<file path="src/rtl/prog_run_ctrl.sv">
// Run sequencer for the X9 core.
// Converts a level req/done handshake into one controlled program run:
// the core is held in reset while idle, gets a one-cycle clean reset (CLR),
// executes while run cycles are counted (RUN), drains in-flight stores with
// execution frozen (DRN), then reports done until req is seen low (FIN).
// Every output comes straight from a flop, so no input reaches an output
// combinationally.
module prog_run_ctrl #(
    parameter int unsigned D       = 12,
    parameter int unsigned CW      = 16,
    parameter int unsigned MAX_CYC = 16'hFFF0,
    parameter int unsigned END_PC  = (1 << D) - 1,
    parameter int unsigned DRAIN   = 2
) (
    input  logic          clk,
    input  logic          reset,
    input  logic          req,
    input  logic [D-1:0]  prog_ctr,
    input  logic          halt_i,
    output logic          core_reset,
    output logic          core_en,
    output logic          busy,
    output logic          done,
    output logic          timeout,
    output logic [CW-1:0] cyc_cnt
);

    // Elaboration-time parameter sanity: the cycle counter must be able to
    // hold MAX_CYC, and the drain counter is four bits wide.
    generate
        if ((MAX_CYC < 1) || (64'(MAX_CYC) > ((64'(1) << CW) - 64'(1)))) begin : g_bad_max_cyc
            $error("prog_run_ctrl: MAX_CYC must satisfy 1 <= MAX_CYC <= 2**CW-1");
        end
        if ((DRAIN < 1) || (DRAIN > 15)) begin : g_bad_drain
            $error("prog_run_ctrl: DRAIN must satisfy 1 <= DRAIN <= 15");
        end
    endgenerate

    localparam logic [D-1:0]  END_PC_V = D'(END_PC);
    localparam logic [CW-1:0] LIMIT_V  = CW'(MAX_CYC - 1);
    localparam logic [3:0]    DRN_LOAD = 4'(DRAIN - 1);

    typedef enum logic [2:0] {
        ST_IDLE = 3'd0,
        ST_CLR  = 3'd1,
        ST_RUN  = 3'd2,
        ST_DRN  = 3'd3,
        ST_FIN  = 3'd4
    } state_t;

    state_t        state_reg, state_next;
    logic          req_q_reg;
    logic          pend_reg, pend_next;
    logic [3:0]    drn_cnt_reg, drn_cnt_next;
    logic [CW-1:0] cyc_cnt_reg, cyc_cnt_next;
    logic          timeout_reg, timeout_next;
    logic          core_reset_reg, core_reset_next;
    logic          core_en_reg, core_en_next;
    logic          busy_reg, busy_next;
    logic          done_reg, done_next;

    logic start;
    logic stop_hit;
    logic limit_hit;

    // A start is a rising edge of req; the edge detector runs in every state.
    assign start     = req & ~req_q_reg;
    assign stop_hit  = halt_i | (prog_ctr == END_PC_V);
    assign limit_hit = (cyc_cnt_reg == LIMIT_V);

    // State register: FSM state, counters, req history and registered outputs.
    always_ff @(posedge clk) begin
        if (reset) begin
            state_reg      <= ST_IDLE;
            req_q_reg      <= 1'b0;
            pend_reg       <= 1'b0;
            drn_cnt_reg    <= 4'd0;
            cyc_cnt_reg    <= '0;
            timeout_reg    <= 1'b0;
            core_reset_reg <= 1'b1;
            core_en_reg    <= 1'b0;
            busy_reg       <= 1'b0;
            done_reg       <= 1'b0;
        end else begin
            state_reg      <= state_next;
            req_q_reg      <= req;
            pend_reg       <= pend_next;
            drn_cnt_reg    <= drn_cnt_next;
            cyc_cnt_reg    <= cyc_cnt_next;
            timeout_reg    <= timeout_next;
            core_reset_reg <= core_reset_next;
            core_en_reg    <= core_en_next;
            busy_reg       <= busy_next;
            done_reg       <= done_next;
        end
    end

    // Next-state logic: sequencing, run-cycle counting and exit priority.
    always_comb begin
        state_next   = state_reg;
        pend_next    = 1'b0;
        drn_cnt_next = drn_cnt_reg;
        cyc_cnt_next = cyc_cnt_reg;
        timeout_next = timeout_reg;
        case (state_reg)
            ST_IDLE: begin
                // pend_reg carries a req rise that arrived on the FIN exit edge
                if (start || pend_reg) begin
                    state_next   = ST_CLR;
                    cyc_cnt_next = '0;
                    timeout_next = 1'b0;
                end
            end
            ST_CLR: begin
                state_next = ST_RUN;
            end
            ST_RUN: begin
                // counted on every RUN edge, the exiting one included
                cyc_cnt_next = cyc_cnt_reg + 1'b1;
                if (stop_hit) begin
                    // halt / end-of-program wins over a coinciding limit
                    state_next   = ST_DRN;
                    drn_cnt_next = DRN_LOAD;
                end else if (limit_hit) begin
                    state_next   = ST_DRN;
                    drn_cnt_next = DRN_LOAD;
                    timeout_next = 1'b1;
                end
            end
            ST_DRN: begin
                if (drn_cnt_reg == 4'd0) begin
                    state_next = ST_FIN;
                end else begin
                    drn_cnt_next = drn_cnt_reg - 4'd1;
                end
            end
            ST_FIN: begin
                if (!req_q_reg) begin
                    state_next = ST_IDLE;
                    pend_next  = start;
                end
            end
            default: begin
                state_next = ST_IDLE;
            end
        endcase
    end

    // Output decode from the upcoming state, so outputs land in flops.
    always_comb begin
        core_reset_next = 1'b1;
        core_en_next    = 1'b0;
        busy_next       = 1'b0;
        done_next       = 1'b0;
        case (state_next)
            ST_CLR: begin
                busy_next = 1'b1;
            end
            ST_RUN: begin
                core_reset_next = 1'b0;
                core_en_next    = 1'b1;
                busy_next       = 1'b1;
            end
            ST_DRN: begin
                core_reset_next = 1'b0;
                busy_next       = 1'b1;
            end
            ST_FIN: begin
                done_next = 1'b1;
            end
            default: begin
                core_reset_next = 1'b1;
            end
        endcase
    end

    assign core_reset = core_reset_reg;
    assign core_en    = core_en_reg;
    assign busy       = busy_reg;
    assign done       = done_reg;
    assign timeout    = timeout_reg;
    assign cyc_cnt    = cyc_cnt_reg;

endmodule

</file>
<file path="config.mk">
export PLATFORM = sky130hd
export DESIGN_NAME = prog_run_ctrl
export DESIGN_NICKNAME = d
export VERILOG_FILES = /design/src/rtl/prog_run_ctrl.sv
export SDC_FILE = /design/constraint.sdc
export NUM_CORES = 1
export LEC_CHECK = 0
export BUFFER_PORTS_ARGS = -buffer_cell sky130_fd_sc_hd__buf_4
export CORE_ASPECT_RATIO = 1.25
export CORE_MARGIN = 1
export CORE_UTILIZATION = 40
export CTS_CLUSTER_SIZE = 28
export DETAILED_ROUTE_END_ITERATION = 7
export GPL_TIMING_DRIVEN = 1
export PLACE_DENSITY = 0.62
export RECOVER_POWER = 25
export SLEW_MARGIN = 30
export SYNTH_ARGS = -nofsm -noshare
export SYNTH_HDL_FRONTEND = slang
export SYNTH_SLANG_ARGS = --single-unit
</file>
<file path="constraint.sdc">
create_clock -name clk -period 2.75 [get_ports clk]
set_input_delay 0.1375 -clock clk [delete_from_list [all_inputs] [get_ports clk]]
set_output_delay 0.1375 -clock clk [all_outputs]
set_load 0.05 [all_outputs]
</file>
==> impl_metrics.ini <==
[outcome]
result_of_the_run = finished, final reports clean

[logic_synthesis]
postSynthCellCount = 172
synth_async_sr_flop_share = 0
syn_avg_cell_area_um2 = 8.47
synth_top_family_by_area = simple AND/OR/NAND/NOR gates
synth_xor_area_frac = 0.0120
synth.yosys.seq_area_share = 0.412
synth.yosys.warnings = 0
post_synthesis_simple_gate_area_fraction = 0.306
synth-edff-count = 0
syn_nets = 190
complex_gate_fraction_of_the_synthesized_area = 0.211
synth_seq_cells = 30
synth_mux_area_frac = 0
netlist_area_before_placement_um2 = 1460
postSynth.topFlopCell = dfxtp_1
yosys.area_share.adder = 0.0172
synth.lib_cells_used.distinct = 44

[cts]
worst_skew_pair.late_latency_ns = 0.28
post_cts_hold_buffer_count = 0
clock_tree.htree_level_count = 2
post_cts_resize_count = 0
cts.path.max_buffers = 2
clkTransAtPathRegs_ns = 0.06
postCtsSetupBuffers = 0
tritoncts_num_sinks = 30
root_buf_cell = clkbuf_8
tritoncts = yes
tritoncts.num_buffers = 5

[cells_and_area]
antenna-diode-count = 0
filler_cells = 363
seq_area_um2 = 601
multi_input_comb_area_um2 = 796
synthesis_to_layout_area_growth_pct = 24.6
fin_nets = 226
final_cell_mix = 30 x dfxtp_1, 25 x buf_4, 18 x nor2_1, 18 x a21oi_1, 11 x clkbuf_1
layout.cells.most_common = dfxtp_1
largest_register_ffs = 16
final_cell_count_no_fill = 248
finish.instance_area_um2 = 1810
drive_gt1_frac = 0.191

[hold_path]
worst_hold_path_type = input pin to register
worst_hold_startpoint = req
worstHoldEndpoint = req_q_reg$_SDFF_PP0_
min_path_cells = 2

[timing]
finalHoldViolations = 0
worst_margin_slew_ns = 1.14
finClkSkew_ns = 0.00471
finalSetupTns_ns = 0
rsz0062_at_grt = false
worst_slew_margin_rel = 0.238
timing.final.setup_violations = 0
report.final.slew_viol_count = 0
holdWs_ns = 0.147
clock.fmax_mhz = 530
final_min_period_over_clock_period = 0.686
final_period_demand_of_the_worst_path_ns = 1.89

[floorplan]
placementRows = 24
coreArea_um2 = 3480
ioPinCount = 37
dieHeight_um = 69.5
dieArea_um2 = 3890
die_w_um = 56.0
starting_density_of_the_core = 0.418

[setup_path]
destination_of_the_worst_register_to_register_timing_path = drn_cnt_reg[1]$_SDFFE_PP0P_
required_ns = 2.87
worst-r2r-setup-slack_ns = 0.86
arrival_ns = 2.00
regToRegStartpoint = cyc_cnt[0]$_SDFFE_PP0P_
critPathCaptureType = register
critPathMaxFanout = 7
worst_r2r_path_cells = 6
worstSetupStartpointType = register
critical_path_class = register to register

[global_routing]
gr-total-overflow = 0
number_of_global_route_vias_before_repair = 1371
initial_antenna_violation_count = 0
grt_max_degree = 27
grt_pass1_wl_mm = 6.13
groute.usage.overall = 0.200

[placed_design]
io_buffer_count = 36
placed_area_um2 = 1750
routabilityCongestion = 0.811
dpl.cell_count = 240
dp_hpwl_mm = 2.62

[route]
number_of_antenna_violating_nets_in_the_routed_design = 0
via_count = 1444
via_per_inst = 5.82
drc_errors = 0
wl_per_cell_um = 14.5
drtIter0Drc = 49
drt_pass1_iterations = 4
wl_mm = 3.60

[flow_run]
maxcap_viol_count = 0

[power]
power.density_cell_area_nw_per_um2 = 556
peakVddDrop_mv = 0.449
static-leakage-power_nw = 0.677
## cell usage after synthesis, types with 2 or more instances
library cell   n  area share
a21oi_1       18       0.062
dfxtp_1       30        0.41
ha_1           2       0.017
and4_1         2       0.012
o21ai_0        9       0.031
o311ai_0       3       0.018
nor2b_1        3       0.013
nand3b_1       2       0.010
nor2_1        18       0.046
nand4_1        7       0.030
nor3_1         3       0.010
clkbuf_1       4       0.010
a211oi_1       2       0.010
nand2_1        9       0.023
or4_1          4       0.021
nand3_1        7       0.024
o211ai_1       4       0.021
xor2_1         2       0.012
a311oi_1       2       0.012
buf_2          3       0.010
a41oi_1        2       0.012
inv_1          8       0.021
or3_1          5       0.021
nand2b_1       3       0.013
## worst max-delay path, cell delays in order, from the launching register on
cell and delay (ns):
dfxtp_1 0.43, ha_1 0.26, nand4_1 0.16, o41ai_2 0.45
o21ai_0 0.23, nand2_1 0.13, a21oi_1 0.06
## worst max path at each step
stage                                 start                          end  slack (ns)  cells after the start
global route        cyc_cnt[0]$_SDFFE_PP0P_  drn_cnt_reg[1]$_SDFFE_PP0P_        0.68                      6
global placement    cyc_cnt[0]$_SDFFE_PP0P_  drn_cnt_reg[1]$_SDFFE_PP0P_        0.97                      6
finish              cyc_cnt[0]$_SDFFE_PP0P_  drn_cnt_reg[1]$_SDFFE_PP0P_        0.86                      6
CTS                 cyc_cnt[0]$_SDFFE_PP0P_           core_en$_SDFF_PP0_        0.88                      5
floorplan           cyc_cnt[0]$_SDFFE_PP0P_  drn_cnt_reg[1]$_SDFFE_PP0P_        0.72                      6
detailed placement  cyc_cnt[0]$_SDFFE_PP0P_  drn_cnt_reg[1]$_SDFFE_PP0P_        0.92                      6
## kinds of logic (layout without fill, tap and decap cells)
| group | count (synthesis) | after routing |
|---|---|---|
| AOI/OAI and AO/OA | 47 | 47 |
| xor gates and xnor gates | 2 | 2 |
| adders and majority gates | 2 | 2 |
| buffers and inverters | 15 | 52 |
| DFF | 30 | 30 |
| and+or+nand+nor | 76 | 76 |
## report_power, final
part	leakage, nW	switching [mW]	internal [mW]
sequential	0.243	0.0118	0.449
combinational	0.376	0.0895	0.0452
clock	0.0575	0.161	0.252
## per-stage QoR
stage	power [mW]	worst slack [ns]	util
detailed placement	0.611	0.920	0.501
global placement	0.608	0.967	0.501
global route	1.05	0.681	0.521
finish	1.01	0.864	0.521
floorplan	0.565	0.723	-
CTS	1.03	0.884	0.533
## layer usage
layer  vias to the layer above  wire length, µm  track usage
met1                       691             1470        0.223
met4                         0               65       0.0894
met2                        31             1900        0.349
met5                         -                0            0
met3                         6              153       0.0578
li1                        716                -            -
## area by class of cell
class,instances,area share
inverter,8,0.0166
tap,39,0.0269
multi-input combinational,127,0.439
clock buffer,8,0.0607
timing repair buffer,36,0.126
sequential,30,0.331
Power figures use the tool's default switching activity.
